`src/rtl/lc3_mem_pkg.sv`:
```
`default_nettype none
// ============================================================================
// Module      : lc3_mem_pkg
// Description : Shared definitions for the LC3 MAR/MDR memory-stage
//               sequencer. Holds the sequencer state codes and the
//               MDR-source select constants. The control FSM and the bench
//               import it as well as the sequencer RTL.
// Revision    : 1.0 - initial release
// ============================================================================
package lc3_mem_pkg;

    localparam int c_STATE_W = 3;

    // State codes. Encoding 3'd7 is unused and recovers to IDLE.
    localparam logic [c_STATE_W-1:0] c_ST_IDLE  = 3'd0;
    localparam logic [c_STATE_W-1:0] c_ST_ADDR  = 3'd1;
    localparam logic [c_STATE_W-1:0] c_ST_DATA  = 3'd2;
    localparam logic [c_STATE_W-1:0] c_ST_WAIT  = 3'd3;
    localparam logic [c_STATE_W-1:0] c_ST_READ  = 3'd4;
    localparam logic [c_STATE_W-1:0] c_ST_WRITE = 3'd5;
    localparam logic [c_STATE_W-1:0] c_ST_DONE  = 3'd6;

    typedef enum logic [c_STATE_W-1:0] {
        ST_IDLE  = c_ST_IDLE,
        ST_ADDR  = c_ST_ADDR,
        ST_DATA  = c_ST_DATA,
        ST_WAIT  = c_ST_WAIT,
        ST_READ  = c_ST_READ,
        ST_WRITE = c_ST_WRITE,
        ST_DONE  = c_ST_DONE
    } lc3_mem_state_e;

    // MDR source select: memory output or the shared bus.
    localparam logic SEL_MDR_MEM = 1'b1;
    localparam logic SEL_MDR_BUS = 1'b0;

endpackage : lc3_mem_pkg
`default_nettype wire

```
`src/rtl/lc3_wait_counter.sv`:
```
`default_nettype none
// ============================================================================
// Module      : lc3_wait_counter
// Description : Loadable down-counter used to time memory wait states.
//               Load takes priority over decrement; the counter saturates at
//               zero and flags it.
// Ports       : clk          - system clock
//               reset        - asynchronous active-low reset
//               i_load       - load i_load_value this cycle
//               i_load_value - value to load
//               i_dec        - decrement this cycle (ignored at zero)
//               o_zero       - counter value is zero
// Revision    : 1.0 - initial release
// ============================================================================
module lc3_wait_counter #(
    parameter int CNT_W = 4
) (
    input  logic             clk,
    input  logic             reset,
    input  logic             i_load,
    input  logic [CNT_W-1:0] i_load_value,
    input  logic             i_dec,
    output logic             o_zero
);

    logic [CNT_W-1:0] r_count;

    always_ff @(posedge clk or negedge reset) begin
        if (!reset) begin
            r_count <= '0;
        end else if (i_load) begin
            r_count <= i_load_value;
        end else if (i_dec && (r_count != '0)) begin
            r_count <= r_count - 1'b1;
        end
    end

    assign o_zero = (r_count == '0);

endmodule : lc3_wait_counter
`default_nettype wire

```
`src/rtl/lc3_mem_sequencer.sv`:
```
`default_nettype none
// ============================================================================
// Module      : lc3_mem_sequencer
// Description : Upstream controller for the LC3 MAR/MDR memory stage. Takes
//               one read/write request per transaction over valid/ready,
//               sequences ld_mar, ld_mdr, sel_mdr and mem_we with a fixed
//               number of wait states, tells the bus driver what to gate onto
//               Buss and pulses done. All outputs are decoded from registered
//               state only.
// Ports       : clk, reset (async active-low)
//               req_valid/req_write/req_ready - request handshake
//               gate_addr/gate_data           - bus driver selects
//               ld_mar/ld_mdr/sel_mdr/mem_we  - memory stage controls
//               busy/done                     - status
// Revision    : 1.0 - initial release
// ============================================================================
module lc3_mem_sequencer
    import lc3_mem_pkg::*;
#(
    parameter int WAIT_STATES = 2,
    parameter int CNT_W       = 4
) (
    input  logic clk,
    input  logic reset,
    input  logic req_valid,
    input  logic req_write,
    output logic req_ready,
    output logic gate_addr,
    output logic gate_data,
    output logic ld_mar,
    output logic ld_mdr,
    output logic sel_mdr,
    output logic mem_we,
    output logic busy,
    output logic done
);

    localparam bit c_NO_WAIT = (WAIT_STATES == 0);
    // WAIT is entered with WAIT_STATES-1 loaded so that exactly WAIT_STATES
    // cycles are spent there (exit happens on the zero cycle).
    localparam logic [CNT_W-1:0] c_WAIT_LOAD =
        (WAIT_STATES > 0) ? CNT_W'(WAIT_STATES - 1) : '0;

    logic [c_STATE_W-1:0] r_state;
    logic [c_STATE_W-1:0] w_next_state;
    logic                 r_write;
    logic                 r_out_of_reset;
    logic                 w_accept;
    logic                 w_cnt_load;
    logic                 w_cnt_dec;
    logic                 w_cnt_zero;

    // req_ready is itself a registered decode, so accepting adds no
    // combinational path from req_* to any output.
    assign w_accept   = req_valid && req_ready;
    assign w_cnt_load = (w_next_state == c_ST_WAIT) && (r_state != c_ST_WAIT);
    assign w_cnt_dec  = (r_state == c_ST_WAIT);

    lc3_wait_counter #(
        .CNT_W (CNT_W)
    ) u_wait_counter (
        .clk          (clk),
        .reset        (reset),
        .i_load       (w_cnt_load),
        .i_load_value (c_WAIT_LOAD),
        .i_dec        (w_cnt_dec),
        .o_zero       (w_cnt_zero)
    );

    // State register. r_out_of_reset holds req_ready low until the first
    // clock edge after reset is released.
    always_ff @(posedge clk or negedge reset) begin
        if (!reset) begin
            r_state        <= c_ST_IDLE;
            r_write        <= 1'b0;
            r_out_of_reset <= 1'b0;
        end else begin
            r_state        <= w_next_state;
            r_out_of_reset <= 1'b1;
            if (w_accept) begin
                r_write <= req_write;
            end
        end
    end

    // Next-state logic.
    always_comb begin
        w_next_state = c_ST_IDLE;
        case (r_state)
            c_ST_IDLE: begin
                w_next_state = w_accept ? c_ST_ADDR : c_ST_IDLE;
            end
            c_ST_ADDR: begin
                if (r_write) begin
                    w_next_state = c_ST_DATA;
                end else begin
                    w_next_state = c_NO_WAIT ? c_ST_READ : c_ST_WAIT;
                end
            end
            c_ST_DATA: begin
                w_next_state = c_NO_WAIT ? c_ST_WRITE : c_ST_WAIT;
            end
            c_ST_WAIT: begin
                if (w_cnt_zero) begin
                    w_next_state = r_write ? c_ST_WRITE : c_ST_READ;
                end else begin
                    w_next_state = c_ST_WAIT;
                end
            end
            c_ST_READ:  w_next_state = c_ST_DONE;
            c_ST_WRITE: w_next_state = c_ST_DONE;
            c_ST_DONE:  w_next_state = c_ST_IDLE;
            default:    w_next_state = c_ST_IDLE;
        endcase
    end

    // Moore output decode.
    always_comb begin
        req_ready = 1'b0;
        gate_addr = 1'b0;
        gate_data = 1'b0;
        ld_mar    = 1'b0;
        ld_mdr    = 1'b0;
        sel_mdr   = SEL_MDR_BUS;
        mem_we    = 1'b0;
        done      = 1'b0;
        busy      = (r_state != c_ST_IDLE);
        case (r_state)
            c_ST_IDLE: begin
                req_ready = r_out_of_reset;
            end
            c_ST_ADDR: begin
                gate_addr = 1'b1;
                ld_mar    = 1'b1;
            end
            c_ST_DATA: begin
                gate_data = 1'b1;
                ld_mdr    = 1'b1;
                sel_mdr   = SEL_MDR_BUS;
            end
            c_ST_READ: begin
                ld_mdr  = 1'b1;
                sel_mdr = SEL_MDR_MEM;
            end
            c_ST_WRITE: begin
                mem_we = 1'b1;
            end
            c_ST_DONE: begin
                done = 1'b1;
            end
            default: begin
                req_ready = 1'b0;
            end
        endcase
    end

endmodule : lc3_mem_sequencer
`default_nettype wire
```
`config.mk`:
```
export PLATFORM = sky130hd
export DESIGN_NAME = lc3_mem_sequencer
export DESIGN_NICKNAME = d
export VERILOG_FILES = /design/src/rtl/lc3_mem_pkg.sv /design/src/rtl/lc3_wait_counter.sv /design/src/rtl/lc3_mem_sequencer.sv
export SDC_FILE = /design/constraint.sdc
export NUM_CORES = 1
export LEC_CHECK = 0
export ABC_CLOCK_PERIOD_IN_PS = 2360
export BUFFER_PORTS_ARGS = -buffer_cell sky130_fd_sc_hd__buf_2
export CAP_MARGIN = 10
export CORE_MARGIN = 1
export CORE_UTILIZATION = 31
export CTS_CLUSTER_DIAMETER = 40
export DETAILED_ROUTE_END_ITERATION = 10
export PLACE_DENSITY_LB_ADDON = 0.15
export RECOVER_POWER = 50
export SLEW_MARGIN = 20
export SYNTH_ARGS = -nofsm -noshare
export SYNTH_HDL_FRONTEND = slang
export SYNTH_HIERARCHICAL = 1
export SYNTH_SLANG_ARGS = --single-unit
```
`constraint.sdc`:
```
create_clock -name clk -period 2.36 [get_ports clk]
set_input_delay 0.236 -clock clk [delete_from_list [all_inputs] [get_ports clk]]
set_output_delay 0.236 -clock clk [all_outputs]
set_load 0.01 [all_outputs]
```
-- Word-level counts from Yosys, hierarchy flattened
Cells that the tools add are included.
- memories kept: 0
- word-level logic and storage cells: 37
- bits in read-only memories: 0
- memory bits (writable): 0
- bits in latches: 0
- bits in registers: 9
- output and inout port bits: 9
- reduce and logical (&&, ||, !) cells: 10
- div/mod/pow operators: 0
- magnitude comparators: 0
- mux-type cells: 14
- $add $sub $neg: 1
- bitwise operators: 0
- multiply operators: 0
- eq/ne operators: 8
- shifts and indexed selects: 0
- operator list (cell ; count):
    $pmux 3 s5 ; 1
    $mux 1 ; 10
    $eq 3x2->1 const B ; 3
    $eq 3x3->1 const B ; 3
    $mux 4 ; 2
    $logic_not 4->1 ; 1
    $reduce_bool 4->1 ; 1
    $reduce_or 2->1 ; 2
    $sub 4x1->4 const B ; 1
    $eq 3x1->1 const B ; 1
    $logic_and 1x1->1 ; 3
    $logic_not 3->1 ; 1
    $mux 3 ; 1
    $ne 3x2->1 const B ; 1
    $reduce_bool 3->1 ; 1
    $reduce_bool 2->1 ; 1

-- Logic depth before layout (Yosys ltp)
- depth after elaboration: 8
- mapped depth: 7
- mapped depth without buffers: 6

-- By module
Netlist, hierarchy kept.
- modules (own cells, without submodules) (module ; seq. area each (um^2) ; cells each ; times used ; area an instance (um^2)):
    lc3_mem_sequencer ; 125.1 ; 33 ; 1 ; 299.0
    lc3_wait_counter ; 100.1 ; 27 ; 1 ; 270.3

-- Worst setup path after synthesis
Ideal clock, no wire load.
- path type: flip-flop to flip-flop
- from: reg r_state[0]
- to: reg u_wait_counter.r_count[3]
- library setup time: 0.126 ns
- required time: 2.234 ns
- stages on the path, launching flop included: 8
- setup slack: 0.658 ns
- data arrival time: 1.576 ns
- cell sequence: dfrtp_1 > buf_2 > inv_1 > nor3_1 > a21o_1 > buf_6 > nor3_1 > a221o_1
- cells in the longest elaborated chain, start to end: 8
- elaborated cells on any way between the ends: 17
- those cells by class: eq/ne (7); mux (4); reduce/logical (6)
- ends and longest elaborated chain (item ; RTL line ; source):
    from (decl) ; lc3_mem_sequencer.sv:44 ; logic [c_STATE_W-1:0] r_state;
    from (signal assigned) ; lc3_mem_sequencer.sv:74 ; r_state <= c_ST_IDLE;
    from (signal assigned) ; lc3_mem_sequencer.sv:78 ; r_state <= w_next_state;
    $logic_not 3->1 ; lc3_mem_sequencer.sv:89, lc3_mem_sequencer.sv:128 ;
    $mux 1 ; lc3_mem_sequencer.sv:128 ; case (r_state)
    $logic_and 1x1->1 ; lc3_mem_sequencer.sv:55 ; assign w_accept = req_valid && req_ready;
    $mux 1 ; lc3_mem_sequencer.sv:91 ; w_next_state = w_accept ? c_ST_ADDR : c_ST_IDLE;
    $pmux 3 s5 ; lc3_mem_sequencer.sv:89 ; case (r_state)
    $eq 3x2->1 ; lc3_mem_sequencer.sv:56 ; assign w_cnt_load = (w_next_state == c_ST_WAIT) && (r_state != c_ST_WAIT);
    $logic_and 1x1->1 (*) ; lc3_mem_sequencer.sv:56 ;
    net w_cnt_load ; lc3_mem_sequencer.sv:49 ; logic w_cnt_load;
    $mux 4 / $reduce_bool 2->1 (equally long branches) ; -- ;
    to (signal assigned) ; lc3_wait_counter.sv:32 ; r_count <= i_load_value;
    to (signal assigned) ; lc3_wait_counter.sv:34 ; r_count <= r_count - 1'b1;
    to (decl) ; lc3_wait_counter.sv:26 ; logic [CNT_W-1:0] r_count;
The timed path passes the listed nets; every way through them passes the cells marked *.
A chain may end at the register's enable or synchronous reset.

-- Worst setup path in the final report
Ends and elaborated chain as after synthesis.

==> results.cfg <==
[critical_path]
crit_required_ps = 2500
crit_type = register to register
critPathCaptureType = register
start_kind = register
cp_data_arrival_time_ps = 1860
crit_fanout = 10

[route]
wl_per_cell_um = 10.33
firstDrtPassIters = 4
postRouteAntennaNets = 0
drcViolationCount = 0
vias_per_cell = 4.333
drt_iter0_drc = 11
vias = 442
drt_wl_total_mm = 1.054

[synth]
synth_top_cell_by_area = dfrtp_1
synth.most_common_cell = dfrtp_1
synth_edf_count = 0
synthDistinctLibCells = 30
ys_warn_count = 6
ys.flop_type = dfrtp_1
yosys.area.top_type_share_pct = 39.56
async_reset_ff_share_pct = 100.0
synthCells = 60
ys_seq_area_share_pct = 39.56
yosys-top-cells-count = dfrtp_1 (9), inv_1 (6)
ys_ff_latch = 9
syn_area_sq_um = 569.3
yosys-top-cells-area = dfrtp_1 (40%), inv_1 (4.0%), a21oi_1 (3.5%)
avgSynthCellArea_sq_um = 9.488

[layout]
utilization_pct = 38.70
finalNonFillerCells = 102
antenna_cells = 0
finalNetCount = 83
drive_gt1_share_pct = 24.68
areaGrowthSynthToFinish_pct = 17.36

[timing]
setup_viol = 0
rsz0062_at_grt = no
max_freq_mhz = 581.4
clock-skew-final_ps = 0.6777
finalCritPeriodShare_pct = 72.88
min_period_ps = 1720
worstMarginPinSlew_ps = 501.2
slew_viol_final = 0
relSlewSlack_pct = 66.59
totalNegativeSetupSlack_ps = 0
hold_viol = 0

[cts]
cts_buffers = 3
htreeDepth = 1
clock_latency_ps = 250
cts.root.buffer_cell = clkbuf_4
clkTransAtPathRegs_ps = 60
post-cts-setup-buffer-count = 0
cts_max_path_buffers = 2
clock_sinks = 9
hold_buffers = 1
cts_resized = 0
cts_tree = built

[floorplan]
chipWidth_um = 44.86
core-area_sq_um = 1727
die_h_um = 44.86
ios = 13
design.die.area_sq_um = 2012
initial_core_util_pct = 32.97
num_rows = 15

[global_route]
grt_pass1_wl_mm = 1.704
grt_max_degree = 11
grt_pass1_vias = 370
grt_overflow = 0
antenna_found_initial = 0
gr-usage-all-layers_pct = 12.22

[min_path]
hold_path.class = primary input to register

[placement]
dp_cells = 97
dp_hpwl_um = 798.4
gp_congestion = 0.7468
port_buffers = 12

[pwr]
power.density_nw_per_um2 = 1242
p_leak_nw = 0.3288
switchingPower_w = 0.0003436
seqPwrFrac_pct = 35.4
comb_power_share_pct = 50.8
switching_share_pct = 41.40
clkPwrFrac_pct = 13.8
peakVddDrop_mv = 0.4030
internal-power_w = 0.0004862

[flow_run]
drv_cap = 0

[run_status]
outcome = complete, no violations
worst max-delay path: stages (launching register included):
cell and delay [ps]:
dfrtp_1 460, inv_1 120, nor3_1 270, a21o_1 340, nor3_1 90, a221o_1 320
through the flow:
step                cell area [sq um]  worst slack [ps]  hold WS (ps)  total power, W
detailed placement              648.1             587.4         104.3       0.0007293
CTS                             684.4             586.2         205.1       0.0008525
finish                          668.1             640.1         214.2       0.0008298
floorplan                       580.6             657.8        -59.59       0.0006578
global placement                648.1             638.5         106.2       0.0007219
global route                    668.1             487.6         213.0       0.0009110
final timing paths:
check                            from                        end  slack, ps  cells after the start
max in group asynchronous       reset             r_out_of_reset       1560                      2
setup / recovery           r_state[0]  u_wait_counter/r_count[3]        640                      5
setup reg to reg           r_state[0]  u_wait_counter/r_count[3]        640                      5
hold / removal              req_write                    r_write        210                      2
min in group asynchronous       reset                 r_state[1]        460                      2
hold reg to reg               r_write                    r_write        510                      1
state kept, by name, summed over array words and instances, names as in the netlist:
name	flops
r_state	3
u_wait_counter/r_count	4
r_out_of_reset	1
r_write	1
cells in the final DEF (no fill, tap or decap), drive strengths merged:
cell and count:
nor2 4, and4b 1, o21a 1, a221o 1, buf 8, inv 6
o21ai 4, dfrtp 9, mux2 1, dlygate4sd3 1, o211ai 1, a21oi 4
a41o 1, o31a 1, nand3 1, nor3 4, and2 1, or4 1
a21o 1, nor4b 1, ha 1, conb 5, nor3b 2, or2b 1
nand2b 3, clkbuf 8, nand2 4, and3 1
cells by family (layout without fill, tap and decap cells):
family                   Yosys count  after routing  share of synthesized area [%]
AO/OA/AOI/OAI                     14             14                          17.14
adder cells (fa/ha/maj)            1              1                          2.197
buffers and inverters              9             23                          8.131
flip-flops                         9              9                          39.56
multiplexers                       1              1                          2.637
other                              2              5                          1.319
AND/OR/NAND/NOR                   24             24                          29.01
power groups by stage:
stage	sequential (W)	clock (W)	combinational [W]
6_report	0.000294	0.000114	0.000422
3_5_place_dp	0.000305	0	0.000424
3_3_place_gp	0.000302	0	0.000420
4_1_cts	0.000301	0.000122	0.000429
2_1_floorplan	0.000276	0	0.000381
5_1_grt	0.000305	0.000130	0.000476
layer usage:
metal | part of all wire [%] | track usage (%) | vias up
met4 | 1.3 | 9.091 | 0
li1 | - | - | 236
met2 | 38 | 15.00 | 11
met3 | 5.5 | 2.400 | 2
met5 | 0 | 0 | -
met1 | 55 | 18.39 | 193
cell type report:
type                    instances  area, sq um
repair buffers                 13        65.06
flip-flops and latches          9        225.2
inverters                       6        22.52
multi-input cells              45        297.8
fillers                       188         1059
well taps                      25        31.28
clock buffers                   4        26.28
(Power assumes the default switching activity.)
